### src/rtl/clarkpark_pkg.sv
// Shared clarkpark constants: angle/data widths, CORDIC arctangent
// table, gain compensation constant and the vectoring FSM encoding.
package clarkpark_pkg;

    localparam int IN_W       = 16;
    localparam int ANGLE_W    = 12;
    localparam int N_ITER_DEF = 14;
    localparam int ACC_W_DEF  = 16;
    localparam int XY_W_DEF   = 18;
    localparam int CORDIC_K   = 19898;
    localparam int K_W        = 15;

    typedef enum logic [1:0] {
        IDLE,
        PREP,
        ITER,
        DONE
    } vec_state_t;

    // atan(2^-i) in turns scaled by 2^16
    function automatic logic [15:0] atan_lut(input logic [3:0] i);
        case (i)
            4'd0:    return 16'd8192;
            4'd1:    return 16'd4836;
            4'd2:    return 16'd2555;
            4'd3:    return 16'd1297;
            4'd4:    return 16'd651;
            4'd5:    return 16'd326;
            4'd6:    return 16'd163;
            4'd7:    return 16'd81;
            4'd8:    return 16'd41;
            4'd9:    return 16'd20;
            4'd10:   return 16'd10;
            4'd11:   return 16'd5;
            4'd12:   return 16'd3;
            4'd13:   return 16'd1;
            4'd14:   return 16'd1;
            default: return 16'd0;
        endcase
    endfunction

endpackage

### src/rtl/cordic_vec_step.sv
// One CORDIC vectoring micro-rotation: drives y toward zero and
// accumulates the rotated angle.
module cordic_vec_step
    import clarkpark_pkg::*;
#(
    parameter int XY_W  = XY_W_DEF,
    parameter int ACC_W = ACC_W_DEF
) (
    input  logic signed [XY_W-1:0]  x,
    input  logic signed [XY_W-1:0]  y,
    input  logic        [ACC_W-1:0] acc,
    input  logic        [3:0]       sh,
    output logic signed [XY_W-1:0]  x_n,
    output logic signed [XY_W-1:0]  y_n,
    output logic        [ACC_W-1:0] acc_n
);

    logic signed [XY_W-1:0]  xs;
    logic signed [XY_W-1:0]  ys;
    logic        [ACC_W-1:0] at;

    always_comb begin
        xs = x >>> sh;
        ys = y >>> sh;
        at = ACC_W'(atan_lut(sh));
        if (!y[XY_W-1]) begin
            x_n   = x + ys;
            y_n   = y - xs;
            acc_n = acc + at;
        end else begin
            x_n   = x - ys;
            y_n   = y + xs;
            acc_n = acc - at;
        end
    end

endmodule

### src/rtl/sincos_angle_decoder.sv
// Recovers phase angle and magnitude from a sin/cos pair using an
// iterative vectoring CORDIC with one shared micro-rotation stage.
module sincos_angle_decoder
    import clarkpark_pkg::*;
#(
    parameter int N_ITER = N_ITER_DEF,
    parameter int ACC_W  = ACC_W_DEF,
    parameter int XY_W   = XY_W_DEF
) (
    input  logic               clk,
    input  logic               rst,
    input  logic               i_valid,
    output logic               o_ready,
    input  logic [IN_W-1:0]    is16_sin,
    input  logic [IN_W-1:0]    is16_cos,
    output logic               o_valid,
    output logic [ANGLE_W-1:0] or12_angle,
    output logic [15:0]        or16_mag
);

    localparam int PW = XY_W + K_W;
    localparam logic [3:0] LAST = 4'(N_ITER - 1);
    localparam logic [ACC_W-1:0] HALF = {1'b1, {(ACC_W-1){1'b0}}};
    localparam logic [ACC_W-1:0] RND = ACC_W'(1 << (ACC_W - 13));
    localparam logic [K_W-1:0] K_U = K_W'(CORDIC_K);

    vec_state_t state;
    vec_state_t state_nxt;

    logic signed [XY_W-1:0]  sin_r;
    logic signed [XY_W-1:0]  cos_r;
    logic signed [XY_W-1:0]  x;
    logic signed [XY_W-1:0]  y;
    logic signed [XY_W-1:0]  x_n;
    logic signed [XY_W-1:0]  y_n;
    logic        [ACC_W-1:0] acc;
    logic        [ACC_W-1:0] acc_n;
    logic        [ACC_W-1:0] acc_rnd;
    logic        [3:0]       iter;
    logic                    zero_flag;
    logic        [PW-1:0]    prod;
    logic        [XY_W-1:0]  mag_full;
    logic        [15:0]      mag_sat;

    cordic_vec_step #(
        .XY_W  (XY_W),
        .ACC_W (ACC_W)
    ) u_step (
        .x     (x),
        .y     (y),
        .acc   (acc),
        .sh    (iter),
        .x_n   (x_n),
        .y_n   (y_n),
        .acc_n (acc_n)
    );

    always_ff @(posedge clk) begin
        if (rst) state <= IDLE;
        else     state <= state_nxt;
    end

    always_comb begin
        state_nxt = state;
        unique case (state)
            IDLE: if (i_valid) state_nxt = PREP;
            PREP: state_nxt = ITER;
            ITER: if (iter == LAST) state_nxt = DONE;
            DONE: state_nxt = IDLE;
        endcase
    end

    always_comb begin
        o_ready = (state == IDLE);
    end

    // Gain-compensated magnitude and rounded angle, used only in DONE
    always_comb begin
        prod     = {{K_W{1'b0}}, x} * {{XY_W{1'b0}}, K_U};
        mag_full = prod[PW-1:K_W];
        mag_sat  = (|mag_full[XY_W-1:16]) ? 16'hFFFF : mag_full[15:0];
        acc_rnd  = acc + RND;
    end

    always_ff @(posedge clk) begin
        if (rst) begin
            sin_r      <= '0;
            cos_r      <= '0;
            x          <= '0;
            y          <= '0;
            acc        <= '0;
            iter       <= '0;
            zero_flag  <= 1'b0;
            o_valid    <= 1'b0;
            or12_angle <= '0;
            or16_mag   <= '0;
        end else begin
            o_valid <= 1'b0;
            unique case (state)
                IDLE: begin
                    if (i_valid) begin
                        sin_r <= {{(XY_W-IN_W){is16_sin[IN_W-1]}}, is16_sin};
                        cos_r <= {{(XY_W-IN_W){is16_cos[IN_W-1]}}, is16_cos};
                    end
                end
                PREP: begin
                    if (cos_r[XY_W-1]) begin
                        x   <= -cos_r;
                        y   <= -sin_r;
                        acc <= HALF;
                    end else begin
                        x   <= cos_r;
                        y   <= sin_r;
                        acc <= '0;
                    end
                    iter      <= '0;
                    zero_flag <= (sin_r == '0) && (cos_r == '0);
                end
                ITER: begin
                    x    <= x_n;
                    y    <= y_n;
                    acc  <= acc_n;
                    iter <= iter + 4'd1;
                end
                DONE: begin
                    o_valid <= 1'b1;
                    if (zero_flag) begin
                        or12_angle <= '0;
                        or16_mag   <= '0;
                    end else begin
                        or12_angle <= acc_rnd[ACC_W-1 -: ANGLE_W];
                        or16_mag   <= mag_sat;
                    end
                end
            endcase
        end
    end

endmodule

### config.mk
export PLATFORM = sky130hd
export DESIGN_NAME = sincos_angle_decoder
export DESIGN_NICKNAME = d
export VERILOG_FILES = /design/src/rtl/clarkpark_pkg.sv /design/src/rtl/cordic_vec_step.sv /design/src/rtl/sincos_angle_decoder.sv
export SDC_FILE = /design/constraint.sdc
export NUM_CORES = 1
export LEC_CHECK = 0
export CAP_MARGIN = 25
export CORE_ASPECT_RATIO = 0.6
export CORE_MARGIN = 3
export CORE_UTILIZATION = 40
export DETAILED_ROUTE_END_ITERATION = 6
export GPL_ROUTABILITY_DRIVEN = 0
export GPL_TIMING_DRIVEN = 0
export PLACE_DENSITY = 0.52
export SYNTH_ARGS = -nofsm -noshare
export SYNTH_HDL_FRONTEND = slang
export SYNTH_SLANG_ARGS = --single-unit
### constraint.sdc
create_clock -name clk -period 10.1 [get_ports clk]
set_input_delay 1.515 -clock clk [delete_from_list [all_inputs] [get_ports clk]]
set_output_delay 1.515 -clock clk [all_outputs]
set_load 0.01 [all_outputs]
==> metrics.md <==
| Metric | Value |
|---|---|
| Top delay family on crit path | adder cells |
| CP startpoint kind | register |
| Fin. Hold Viols | 0 |
| Fillers | 3711 |
| Mapped Cells | 1885 |
| Post-cts sizing count | 0 |
| Clk sink count | 134 |
| DP HPWL | 43100 um |
| Syn. warnings | 0 |
| Syn Nets | 2216 |
| EDFF count, synth | 0 |
| Die Footprint | 42400 sq um |
| Worst r2r src | x[17]$_SDFFE_PP0N_ |
| Worst rel slew slack | 36.5% |
| IO buf count | 63 |
| Cell depth of the worst setup path | 21 |
| Top FF cell, synth | dfxtp_1 |
| Worst path required time | 10.44 ns |
| RSZ-0062 raised after global routing | no |
| Crit path launch | x[17]$_SDFFE_PP0N_ |
| Slowest cell delay on critical path | 0.84 ns |
| Netlist Area Pre-Place | 16000 sq um |
| Synthesized area per cell | 8.46 sq um |
| DR pass1 iterations | 5 |
| Clk Latency, worst-skew pair | 0.45 ns |
| Area leader, netlist | dfxtp_1 |
| Number of DRC markers in iteration 0 | 1609 |
| DRC viols | 0 |
| Share of layout cells above drive strength 1 | 5.45% |
| Layout Area Growth over Synthesis | 11.6% |
| Io pins | 65 |
| # hold bufs at CTS | 0 |
| Worst Setup End Kind | register |
| Synth cell types | 83 |
| Num CTS Buffers | 17 |
| R2r setup slk | 2.60 ns |
| Max-cap violations | 0 |
| Slew Limit Fails | 0 |
| DRT antenna net count | 0 |
| Clock skew | 0.0180 ns |
| Reg2Reg Depth | 21 |
| Ranking of synthesized cells by area | dfxtp_1 17%, ha_1 15%, fa_1 13%, inv_1 5.3%, mux4_2 5.1% |
| GRT Total Usage | 25.0% |
| Worst Tran Pin Value | 0.951 ns |
| Final WL | 53100 um |
| Hold worst-path end | or16_mag[15]$_SDFFE_PP0P_ |
| Final net count | 2298 |
| Cell Chain, Critical Path | clkinv_1 > fa_1 > inv_1 > ha_1 > inv_1 > fa_1 > inv_1 > fa_1 > fa_1 > ha_1 > ha_1 > a21o_1 > a21oi_1 > o22ai_1 > a2111o_1 > o21a_1 > a221oi_2 > xnor2_1 > o21a_1 > buf_2 > a211o_1 |
| Reg clk slew, reported paths | 0.07 ns |
| Initial antenna violation count | 0 |
| Starting Density | 41.5% |
| Yosys reg bits | 134 |
| Worst Hold Class | reg -> reg |
| Setup Crit Path Kind | reg -> reg |
| Final WS setup | 2.60 ns |
| Fin Setup TNS | 0 ns |
| H-tree depth | 4 |
| Register area share after synthesis | 16.8% |
| Post-CTS Setup Repair Bufs | 0 |
| CTS tree | yes |
| Crit-path slowest cell | dfxtp_1 |
| Run status | finished, final reports clean |
| Wire per inst | 21.3 um |
| Vias in the first global route | 13200 |
| Clock Path Buffers | 2 |
| Post-synth top area share | 16.8% |
| Pre-CTS setup slack | 2.64 ns |
| Tcrit/Tclk final | 74.3% |
| Vias | 14200 |
| DIE WIDTH | 264 um |
| First-pass GRT wire length | 81400 um |
| Hold depth | 2 |
| Most frequent cell after synthesis | inv_1 |
| Via/cell ratio | 5.69 |
| Die Y | 161 um |
| Async SR Flop Fraction | 0% |
| Most used cell along the critical path | fa_1 |
| Root buffer cell | clkbuf_16 |
| Rows | 55 |
| Post-route minimum period | 7.50 ns |
| Core Box Area | 38500 sq um |
| Max Fclk | 0.133 GHz |
| Final setup fails | 0 |
| Hold Crit Start | or16_mag[15]$_SDFFE_PP0P_ |
| Gr ovfl total | 0 |
| Peak fanout along the critical path | 12 |
| Largest net degree at the start of global routing | 17 |
| Synth top cells by count | 227 x inv_1, 192 x ha_1, 164 x nand2_1, 160 x nor2_1, 141 x a21oi_1 |
| RR Endpoint | or16_mag[13]$_SDFFE_PP0P_ |
| Critical path arrival | 7.84 ns |
| Ant diodes | 0 |
| WP buf/inv | 5 |
-- metrics by stage --
| step | util, % | std cells | cell area (sq um) | hold WS, ns |
|---|---|---|---|---|
| after floorplan | - | 1885 | 16000 | 0.445 |
| after global placement | 44.8 | 2461 | 17200 | 0.428 |
| after detailed placement | 44.8 | 2461 | 17200 | 0.431 |
| after CTS | 46.3 | 2493 | 17800 | 0.441 |
| after global routing | 46.3 | 2493 | 17800 | 0.466 |
| final | 46.3 | 2493 | 17800 | 0.438 |
-- worst max-delay path by stage --
stage / endpoint
2_1_floorplan: or16_mag[13]$_SDFFE_PP0P_
3_3_place_gp: or16_mag[13]$_SDFFE_PP0P_
3_5_place_dp: or16_mag[13]$_SDFFE_PP0P_
4_1_cts: or16_mag[13]$_SDFFE_PP0P_
5_1_grt: or16_mag[8]$_SDFFE_PP0P_
6_report: or16_mag[13]$_SDFFE_PP0P_
-- logic make-up after synthesis --
kind of cell	count (synthesis)	synth area share (%)
fa+ha+maj	296	28.1
flops	134	16.8
compound gates	421	17.3
mux	76	7.63
simple gates	510	14.9
buf+inv	312	7.72
xor+xnor	136	7.47
-- worst min-delay path: stages (launching register included) --
cell     delay, ns
dfxtp_1       0.31
nand2_1       0.05
nand2_1       0.04
-- final cells by class --
cell class | instances | area (sq um) | area share, %
plain buffers | 83 | 372 | 2.09
multi-input cells | 1439 | 12000 | 67.6
inverters | 229 | 860 | 4.83
clock inverters | 15 | 155 | 0.871
repair buffers | 63 | 631 | 3.54
flip-flops and latches | 134 | 2680 | 15.1
clock buffers | 17 | 425 | 2.39
well taps | 513 | 642 | 3.61
-- registers in the layout (all words and copies together) (netlist names), 2 cells and up --
| signal | count |
|---|---|
| x | 18 |
| or16_mag | 16 |
| u_step.at | 14 |
| state | 2 |
| acc | 16 |
| iter | 4 |
| or12_angle | 12 |
| y | 18 |
| sin_r | 16 |
| cos_r | 16 |
-- cells in the final DEF (no fill, tap or decap), types with 22 or more instances in the layout --
cell type	count
nand2_1	164
inv_1	227
clkbuf_1	51
dfxtp_1	134
nor2b_1	27
xor2_1	60
a21oi_1	141
xnor2_1	76
nand3_1	25
fa_1	104
mux2i_1	35
ha_1	192
mux4_2	36
a21o_1	24
o21ai_0	71
a211oi_1	22
clkdlybuf4s50_1	63
nor3_1	43
nor2_1	160
-- routing by layer --
metal  up-vias  routed length, um  global-route usage (%)
li1       6724                  -                       -
met1      6723              28200                    42.2
met2       693              17700                    28.8
met3        42               6770                    9.19
met4         0                486                    3.86
met5         -                  0                       0
Power is not shown: default switching activity piles up to over one toggle a cycle in this logic, so the estimate is an artifact.
